<file path="config.mk">
export PLATFORM = sky130hd
export DESIGN_NAME = fsqrt_ctrl
export DESIGN_NICKNAME = d
export VERILOG_FILES = /design/src/rtl/fsqrt_pkg.sv /design/src/rtl/fsqrt_classify.sv /design/src/rtl/fsqrt_ctrl.sv
export SDC_FILE = /design/constraint.sdc
export NUM_CORES = 1
export LEC_CHECK = 0
export BUFFER_PORTS_ARGS = -buffer_cell sky130_fd_sc_hd__buf_2
export CORE_MARGIN = 5
export CORE_UTILIZATION = 44
export DETAILED_ROUTE_END_ITERATION = 10
export PLACE_DENSITY = 0.76
export SYNTH_ARGS = -nofsm -noshare
export SYNTH_HDL_FRONTEND = slang
export SYNTH_SLANG_ARGS = --single-unit
export TNS_END_PERCENT = 50
</file>
<file path="constraint.sdc">
create_clock -name clk -period 2.01 [get_ports clk]
set_input_delay 0.201 -clock clk [delete_from_list [all_inputs] [get_ports clk]]
set_output_delay 0.201 -clock clk [all_outputs]
set_load 0.03 [all_outputs]
</file>
<file path="src/rtl/fsqrt_pkg.sv">
// Shared definitions for the single-precision square-root controller:
// FSM state encoding, IEEE-754 field layout, canonical result constants,
// exception flag bit positions and the default core wait length.
package fsqrt_pkg;

  localparam int unsigned XLEN              = 32;
  localparam int unsigned FLAG_W            = 5;
  localparam int unsigned CORE_WAIT_DEFAULT = 13;

  // Exception flag bit positions within {NV,DZ,OF,UF,NX}
  localparam int unsigned FLAG_NV = 4;
  localparam int unsigned FLAG_DZ = 3;
  localparam int unsigned FLAG_OF = 2;
  localparam int unsigned FLAG_UF = 1;
  localparam int unsigned FLAG_NX = 0;

  localparam logic [XLEN-1:0] QNAN_DEFAULT = 32'h7FC0_0000;
  localparam logic [XLEN-1:0] PINF         = 32'h7F80_0000;
  localparam logic [XLEN-1:0] QUIET_BIT    = 32'h0040_0000;

  typedef enum logic [1:0] {
    ST_IDLE  = 2'd0,
    ST_START = 2'd1,
    ST_WAIT  = 2'd2,
    ST_DONE  = 2'd3
  } state_e;

  typedef struct packed {
    logic        sign;
    logic [7:0]  exp;
    logic [22:0] frac;
  } fp32_t;

endpackage

</file>
<file path="src/rtl/fsqrt_classify.sv">
// Combinational operand classifier. Decides whether an operand can be
// answered without the iterative core and, if so, what the result is.
//   in_x         : IEEE-754 single operand
//   is_special   : 1 unless the operand is a positive normal number
//   special_rslt : result for special operands
//   special_flag : exception flags {NV,DZ,OF,UF,NX} for special operands
module fsqrt_classify
  import fsqrt_pkg::*;
(
  input  logic [XLEN-1:0]   in_x,
  output logic              is_special,
  output logic [XLEN-1:0]   special_rslt,
  output logic [FLAG_W-1:0] special_flag
);

  fp32_t x;
  logic  exp_zero;
  logic  exp_ones;
  logic  frac_zero;

  assign x         = in_x;
  assign exp_zero  = (x.exp == 8'h00);
  assign exp_ones  = (x.exp == 8'hFF);
  assign frac_zero = (x.frac == 23'd0);

  // NaNs are tested first so a negative NaN is never turned into the default NaN
  always_comb begin
    is_special   = 1'b1;
    special_rslt = in_x;
    special_flag = '0;
    if (exp_ones && !frac_zero) begin
      if (!x.frac[22]) begin
        special_rslt          = in_x | QUIET_BIT;
        special_flag[FLAG_NV] = 1'b1;
      end
    end else if (exp_zero && frac_zero) begin
      special_rslt = in_x;
    end else if (exp_zero) begin
      // Denormals flush to a zero that keeps the operand sign
      special_rslt          = {x.sign, 31'd0};
      special_flag[FLAG_NX] = 1'b1;
    end else if (x.sign) begin
      special_rslt          = QNAN_DEFAULT;
      special_flag[FLAG_NV] = 1'b1;
    end else if (exp_ones) begin
      special_rslt = PINF;
    end else begin
      is_special = 1'b0;
    end
  end

endmodule

</file>
<file path="src/rtl/fsqrt_ctrl.sv">
// Handshake controller around an external iterative square-root core.
// Special operands are answered directly; positive normals are sent to
// the core, which is started for one cycle and sampled CORE_WAIT cycles later.
//   clk, reset          : clock, asynchronous active-low reset
//   in_valid/in_ready   : operand handshake, in_x operand
//   out_valid/out_ready : result handshake, out_rslt result, out_flag flags
//   core_start, core_x  : core load pulse and held operand
//   core_rslt, core_nx  : core result and inexact indication
module fsqrt_ctrl
  import fsqrt_pkg::*;
#(
  parameter int unsigned CORE_WAIT = CORE_WAIT_DEFAULT
) (
  input  logic              clk,
  input  logic              reset,
  input  logic              in_valid,
  output logic              in_ready,
  input  logic [XLEN-1:0]   in_x,
  output logic              out_valid,
  input  logic              out_ready,
  output logic [XLEN-1:0]   out_rslt,
  output logic [FLAG_W-1:0] out_flag,
  output logic              core_start,
  output logic [XLEN-1:0]   core_x,
  input  logic [XLEN-1:0]   core_rslt,
  input  logic              core_nx
);

  localparam int unsigned CNT_W = (CORE_WAIT < 2) ? 1 : $clog2(CORE_WAIT + 1);

  state_e              state_q, state_d;
  logic [CNT_W-1:0]    cnt_q, cnt_d;
  logic [XLEN-1:0]     core_x_q, core_x_d;
  logic [XLEN-1:0]     rslt_q, rslt_d;
  logic [FLAG_W-1:0]   flag_q, flag_d;
  logic                in_ready_q, in_ready_d;
  logic                out_valid_q, out_valid_d;
  logic                core_start_q, core_start_d;

  logic                cls_special;
  logic [XLEN-1:0]     cls_rslt;
  logic [FLAG_W-1:0]   cls_flag;

  fsqrt_classify u_classify (
    .in_x         (in_x),
    .is_special   (cls_special),
    .special_rslt (cls_rslt),
    .special_flag (cls_flag)
  );

  // Next-state and datapath load decisions
  always_comb begin
    state_d  = state_q;
    cnt_d    = cnt_q;
    core_x_d = core_x_q;
    rslt_d   = rslt_q;
    flag_d   = flag_q;
    case (state_q)
      ST_IDLE: begin
        if (in_valid) begin
          if (cls_special) begin
            rslt_d  = cls_rslt;
            flag_d  = cls_flag;
            state_d = ST_DONE;
          end else begin
            core_x_d = in_x;
            state_d  = ST_START;
          end
        end
      end
      ST_START: begin
        cnt_d   = CNT_W'(CORE_WAIT);
        state_d = ST_WAIT;
      end
      ST_WAIT: begin
        cnt_d = cnt_q - CNT_W'(1);
        if (cnt_q == CNT_W'(1)) begin
          rslt_d          = core_rslt;
          flag_d          = '0;
          flag_d[FLAG_NX] = core_nx;
          state_d         = ST_DONE;
        end
      end
      ST_DONE: begin
        if (out_ready) begin
          state_d = ST_IDLE;
        end
      end
      default: state_d = ST_IDLE;
    endcase
    // Handshake and core strobes are registered copies of the next state
    in_ready_d   = (state_d == ST_IDLE);
    out_valid_d  = (state_d == ST_DONE);
    core_start_d = (state_d == ST_START);
  end

  // State and output registers
  always_ff @(posedge clk or negedge reset) begin
    if (!reset) begin
      state_q      <= ST_IDLE;
      cnt_q        <= '0;
      core_x_q     <= '0;
      rslt_q       <= '0;
      flag_q       <= '0;
      in_ready_q   <= 1'b1;
      out_valid_q  <= 1'b0;
      core_start_q <= 1'b0;
    end else begin
      state_q      <= state_d;
      cnt_q        <= cnt_d;
      core_x_q     <= core_x_d;
      rslt_q       <= rslt_d;
      flag_q       <= flag_d;
      in_ready_q   <= in_ready_d;
      out_valid_q  <= out_valid_d;
      core_start_q <= core_start_d;
    end
  end

  assign in_ready   = in_ready_q;
  assign out_valid  = out_valid_q;
  assign out_rslt   = rslt_q;
  assign out_flag   = flag_q;
  assign core_start = core_start_q;
  assign core_x     = core_x_q;

endmodule

</file>
Word-level counts from Yosys, hierarchy flattened
Cells that the tools add are included.
{"block": "totals", "wordCells": 63, "out_inout_bits": 72, "regBits": 78}
{"block": "op_classes", "n_mux": 32, "n_bitwise": 1, "eq_ne": 10, "n_reduce_logical": 11, "add_sub_neg": 1}
{"cell": "$mux 32", "count": 7}
{"cell": "$pmux 32 s2", "count": 1}
{"cell": "$mux 31", "count": 1}
{"cell": "$logic_not 23->1", "count": 1}
{"cell": "$mux 5", "count": 3}
{"cell": "$mux 1", "count": 13}
{"cell": "$pmux 5 s2", "count": 1}
{"cell": "$eq 8x8->1 const B", "count": 1}
{"cell": "$logic_not 8->1", "count": 1}
{"cell": "$mux 2", "count": 4}
{"cell": "$pmux 2 s4", "count": 1}
{"cell": "$pmux 4 s2", "count": 1}
{"cell": "$eq 2x2->1 const B", "count": 3}
{"cell": "$ne 2x2->1 const B", "count": 3}
{"cell": "$eq 2x1->1 const B", "count": 2}
{"cell": "$eq 4x1->1 const B", "count": 1}
{"cell": "$logic_not 2->1", "count": 2}
{"cell": "$reduce_and 4->1", "count": 1}
{"cell": "$reduce_bool 2->1", "count": 2}
{"cell": "$sub 4x1->4 const B", "count": 1}
{"cell": "$reduce_and 3->1", "count": 1}
{"cell": "$logic_and 1x1->1", "count": 2}
{"cell": "$logic_not 1->1", "count": 1}
{"cell": "$not 1->1", "count": 1}

Longest topological paths before layout
{"block": "depth", "word_depth": 10, "mapped_depth": 9, "ltp_nobuf": 7}

Hierarchy
Synthesis repeated with hierarchy kept, for this count alone.
{"block": "hier_totals", "cells_unflattened": 351, "area_unflattened_um2": 4052.6}
{"module": "fsqrt_ctrl", "area_each_um2": 3480.8, "seq_area_each_um2": 1953.1, "cells_each": 288, "instances": 1}
{"module": "fsqrt_classify", "area_each_um2": 571.8, "seq_area_each_um2": 0.0, "cells_each": 63, "instances": 1}

Worst setup path after synthesis
Ideal clock, no wire load.
{"block": "synth_timing", "path_type": "reg2reg", "startpoint": "register state_q[0]", "endpoint": "register rslt_q[3] (netlist: out_rslt[3])", "path_stages_with_launch": 10, "synth_period_minus_slack_ps": 2137, "t_arrival_ps": 1999, "t_required_ps": 1872, "n_path_buf": 2, "path_slack_ps": -127, "cell_sequence": "dfrtp_1 inv_1 ha_1 nor4bb_1 o21a_1 o31a_1 buf_2 buf_2 mux2i_1 o41ai_4"}
{"block": "synth_between", "elab_chain_len": 3}
{"element": "from (decl)", "line_no": "fsqrt_ctrl.sv:31", "source": "state_e state_q, state_d;"}
{"element": "from (signal assigned)", "line_no": "fsqrt_ctrl.sv:109", "source": "state_q <= state_d;"}
{"element": "$eq 2x2->1 or $logic_not 2->1 (tied branches)", "line_no": "fsqrt_ctrl.sv:58", "source": "case (state_q)"}
{"element": "$ne 2x2->1 (no source line) or $reduce_bool 2->1 (tied branches)"}
{"element": "$reduce_and 4->1 (no source line)"}
{"element": "to (signal assigned)", "line_no": "fsqrt_ctrl.sv:112", "source": "rslt_q <= rslt_d;"}
{"element": "to (decl)", "line_no": "fsqrt_ctrl.sv:34", "source": "logic [XLEN-1:0] rslt_q, rslt_d;"}
Several ways; a longest one is shown, not always the timed one.
A chain may end at the register's enable or synchronous reset.

Worst setup path in the final report
{"block": "layout_timing", "startpoint": "register state_q[0]", "endpoint": "register rslt_q[23] (netlist: out_rslt[23])"}
The elaborated chain is that of the path after synthesis.

==> flow_summary.ini <==
[status]
outcome = complete, but fails checks
violations = setup timing

[timing]
drv_slew = 0
min_period_ns = 2.043
hold_viol = 0
setup_viol = 4
tightest_slew_ns = 0.9118
hold_ws_ns = 0.09423
max_slew_margin_pct = 38.93
fmax_mhz = 489.5
clock-skew-final_ns = 0.01298
setup_ws_ns = -0.03280
rsz0062_at_grt = yes
fin_crit_sh_pct = 101.6
setup-tns-final_ns = -0.08284

[drt]
wl_met2_mm = 5.413
via_per_inst = 5.550
top_layer = met4
wirelength_mm = 10.93
drc = 0
first_pass_iters = 5
wl_met3_um = 771
wl_per_cell_um = 18.22
ant_nets = 0
wl_met1_mm = 4.535
drt_iter0_drc = 278
via_count = 3330

[cts]
cts_sinks = 75
clock_path_buffers = 2
h-tree-depth = 3
clk_latency_ns = 0.36
cts_tree = yes
clockRootBuffer = clkbuf_8
numCtsBuffers = 9
clkTransAtPathRegs_ns = 0.08

[synthesis]
async_reset_ff_share_pct = 100.0
postSynthCellCount = 331
netlist-cell-type-count = 43
ys_seq_area_share_pct = 52.34
synth_edf_count = 0
syn-cell-area_um2 = 3588
yosys_warnings = 0
ys_ff_latch = 75
yosysMostFrequentCell = dfrtp_1
ys.flop_type = dfrtp_1
synth_area_leaders = dfrtp_1 (52%), nand3_1 (5.6%), mux2_2 (5.3%)
avgSynthCellArea_um2 = 10.84
synthDominantAreaCellType = dfrtp_1
synth_common_cells = dfrtp_1 (74), nand3_1 (40), nand2_1 (27)
synth.top_cell.area_share_pct = 51.60

[placed_design]
routabilityCongestion = 0.8245
dp_hpwl_mm = 7.424
io_buffers = 137

[worst_hold_path]
hold_path_class = in -> reg
holdCritStartpoint = core_rslt[18]
hold_depth = 3
hold_end = out_rslt[18]

[die]
die_w_um = 100.3
dieArea_um2 = 10060
coreArea_um2 = 8093
start_util_pct = 44.34
num_rows = 33
ios = 141
die_y_um = 100.3

[grt]
grt_pass1_vias = 3212
grt_start_max_net_pins = 44
antenna_found_initial = 0
grt_first_pass_wirelength_mm = 15.93
grt_use_total_pct = 20.19
gr-total-overflow = 0

[power]
power.leakage_nw = 2.456
ir_worst_vdd_mv = 0.8432
power.density_nw_per_um2 = 1822

[finish]
drive_gt1_share_pct = 50.30
area_growth_pct = 42.19
fin_nets = 565
diodes = 0
final_util_pct = 63.05

[worst_setup_path]
start_kind = flop
worstSetupEndpointType = flop
crit_arrival_ns = 2.24
required_ns = 2.20
path_max_fanout = 8
r2r_slack_ns = -0.03
r2r_start = state_q[0]
path_class = reg -> reg
rr_endpoint = out_rslt[23]
reg2reg_depth = 9

[job]
drv_cap = 0
repair_timing:
item | CTS | global route
pin swaps | 0 | 4
gates cloned | 0 | 5
hold endpoints to repair | 32 | 0
endpoints found under the setup margin | 45 | 44
buffers inserted | 0 | 6
hold buffers | 1 | 0
gates resized for setup | 5 | 30
worst max-delay path by stage:
stage                from      endpoint  slack, ns  cells past startpoint
2_1_floorplan  state_q[0]   out_rslt[3]       0.02                      9
3_3_place_gp      in_x[1]   out_rslt[0]      -0.07                      7
3_5_place_dp      in_x[1]  out_rslt[24]      -0.10                      8
4_1_cts        state_q[0]   out_rslt[6]       0.01                      8
5_1_grt        state_q[0]  out_rslt[23]      -0.12                      9
6_report       state_q[0]  out_rslt[23]      -0.03                      9
critical path: stages (launching register included):
cell and delay [ns]:
dfrtp_1 0.39, inv_2 0.11, ha_4 0.17, nor4bb_4 0.32, o21a_2 0.24, buf_6 0.12
o31ai_4 0.14, buf_12 0.19, a21oi_2 0.11, o22ai_1 0.09
logic make-up (layout without fill, tap and decap cells):
group / count (synthesis) / count (layout) / share of synthesized area (%)
compound gates: 68 / 69 / 13.95
fa+ha+maj: 6 / 6 / 2.092
buf+inv: 38 / 199 / 5.195
flops: 75 / 75 / 52.34
mux: 32 / 32 / 10.77
other cells: 1 / 3 / 0.1045
simple gates: 111 / 111 / 15.55
layout by cell type (no fill, tap or decap), types with 5 or more instances in the layout:
cell      instances
mux2_2           17
nor2_1           15
inv_1            10
buf_2           136
o22ai_1           7
dfrtp_1          73
buf_12            5
buf_4            22
clkbuf_8         10
nor4_1            6
and2_1            7
nand3_1          39
a21oi_2           6
mux2_4            9
nand2_1          26
o21ai_0          10
o211ai_1         18
through the flow:
step,instances,total power [mW],worst slack [ns],instance area [um^2]
CTS,589,8.663,0.009531,4802
floorplan,333,5.797,0.01985,3617
global placement,572,7.145,-0.06741,4541
global route,600,9.791,-0.1208,5102
finish,600,9.296,-0.03280,5102
detailed placement,572,7.271,-0.1027,4541
cell type report:
cell class              count  area (um^2)
clock inverters             6        86.33
inverters                  12        45.04
clock buffers              10        137.6
fillers                   655         2990
multi-input cells         221         1733
repair buffers            171         1090
flip-flops and latches     75         1879
well taps                 105        131.4
layer usage:
layer / vias to the layer above / global-route usage (%)
met2: 147 / 31.65
met3: 23 / 6.046
li1: 1511 / -
met1: 1649 / 26.76
met5: - / 0
met4: 0 / 6.839
sequential cells by signal, indices dropped and copies added, names as in the netlist:
register and cells:
out_flag 2, cnt_q 4, out_valid 1, core_x 32, state_q 2, in_ready 1, core_start 1, out_rslt 32
power by group:
| group | switching, mW | internal (mW) | leakage [nW] |
|---|---|---|---|
| Clock | 0.592 | 0.733 | 0.113 |
| Sequential | 0.429 | 2.24 | 0.905 |
| Combinational | 3.21 | 2.09 | 1.44 |
No activity file was read; power rests on OpenSTA's default activity.
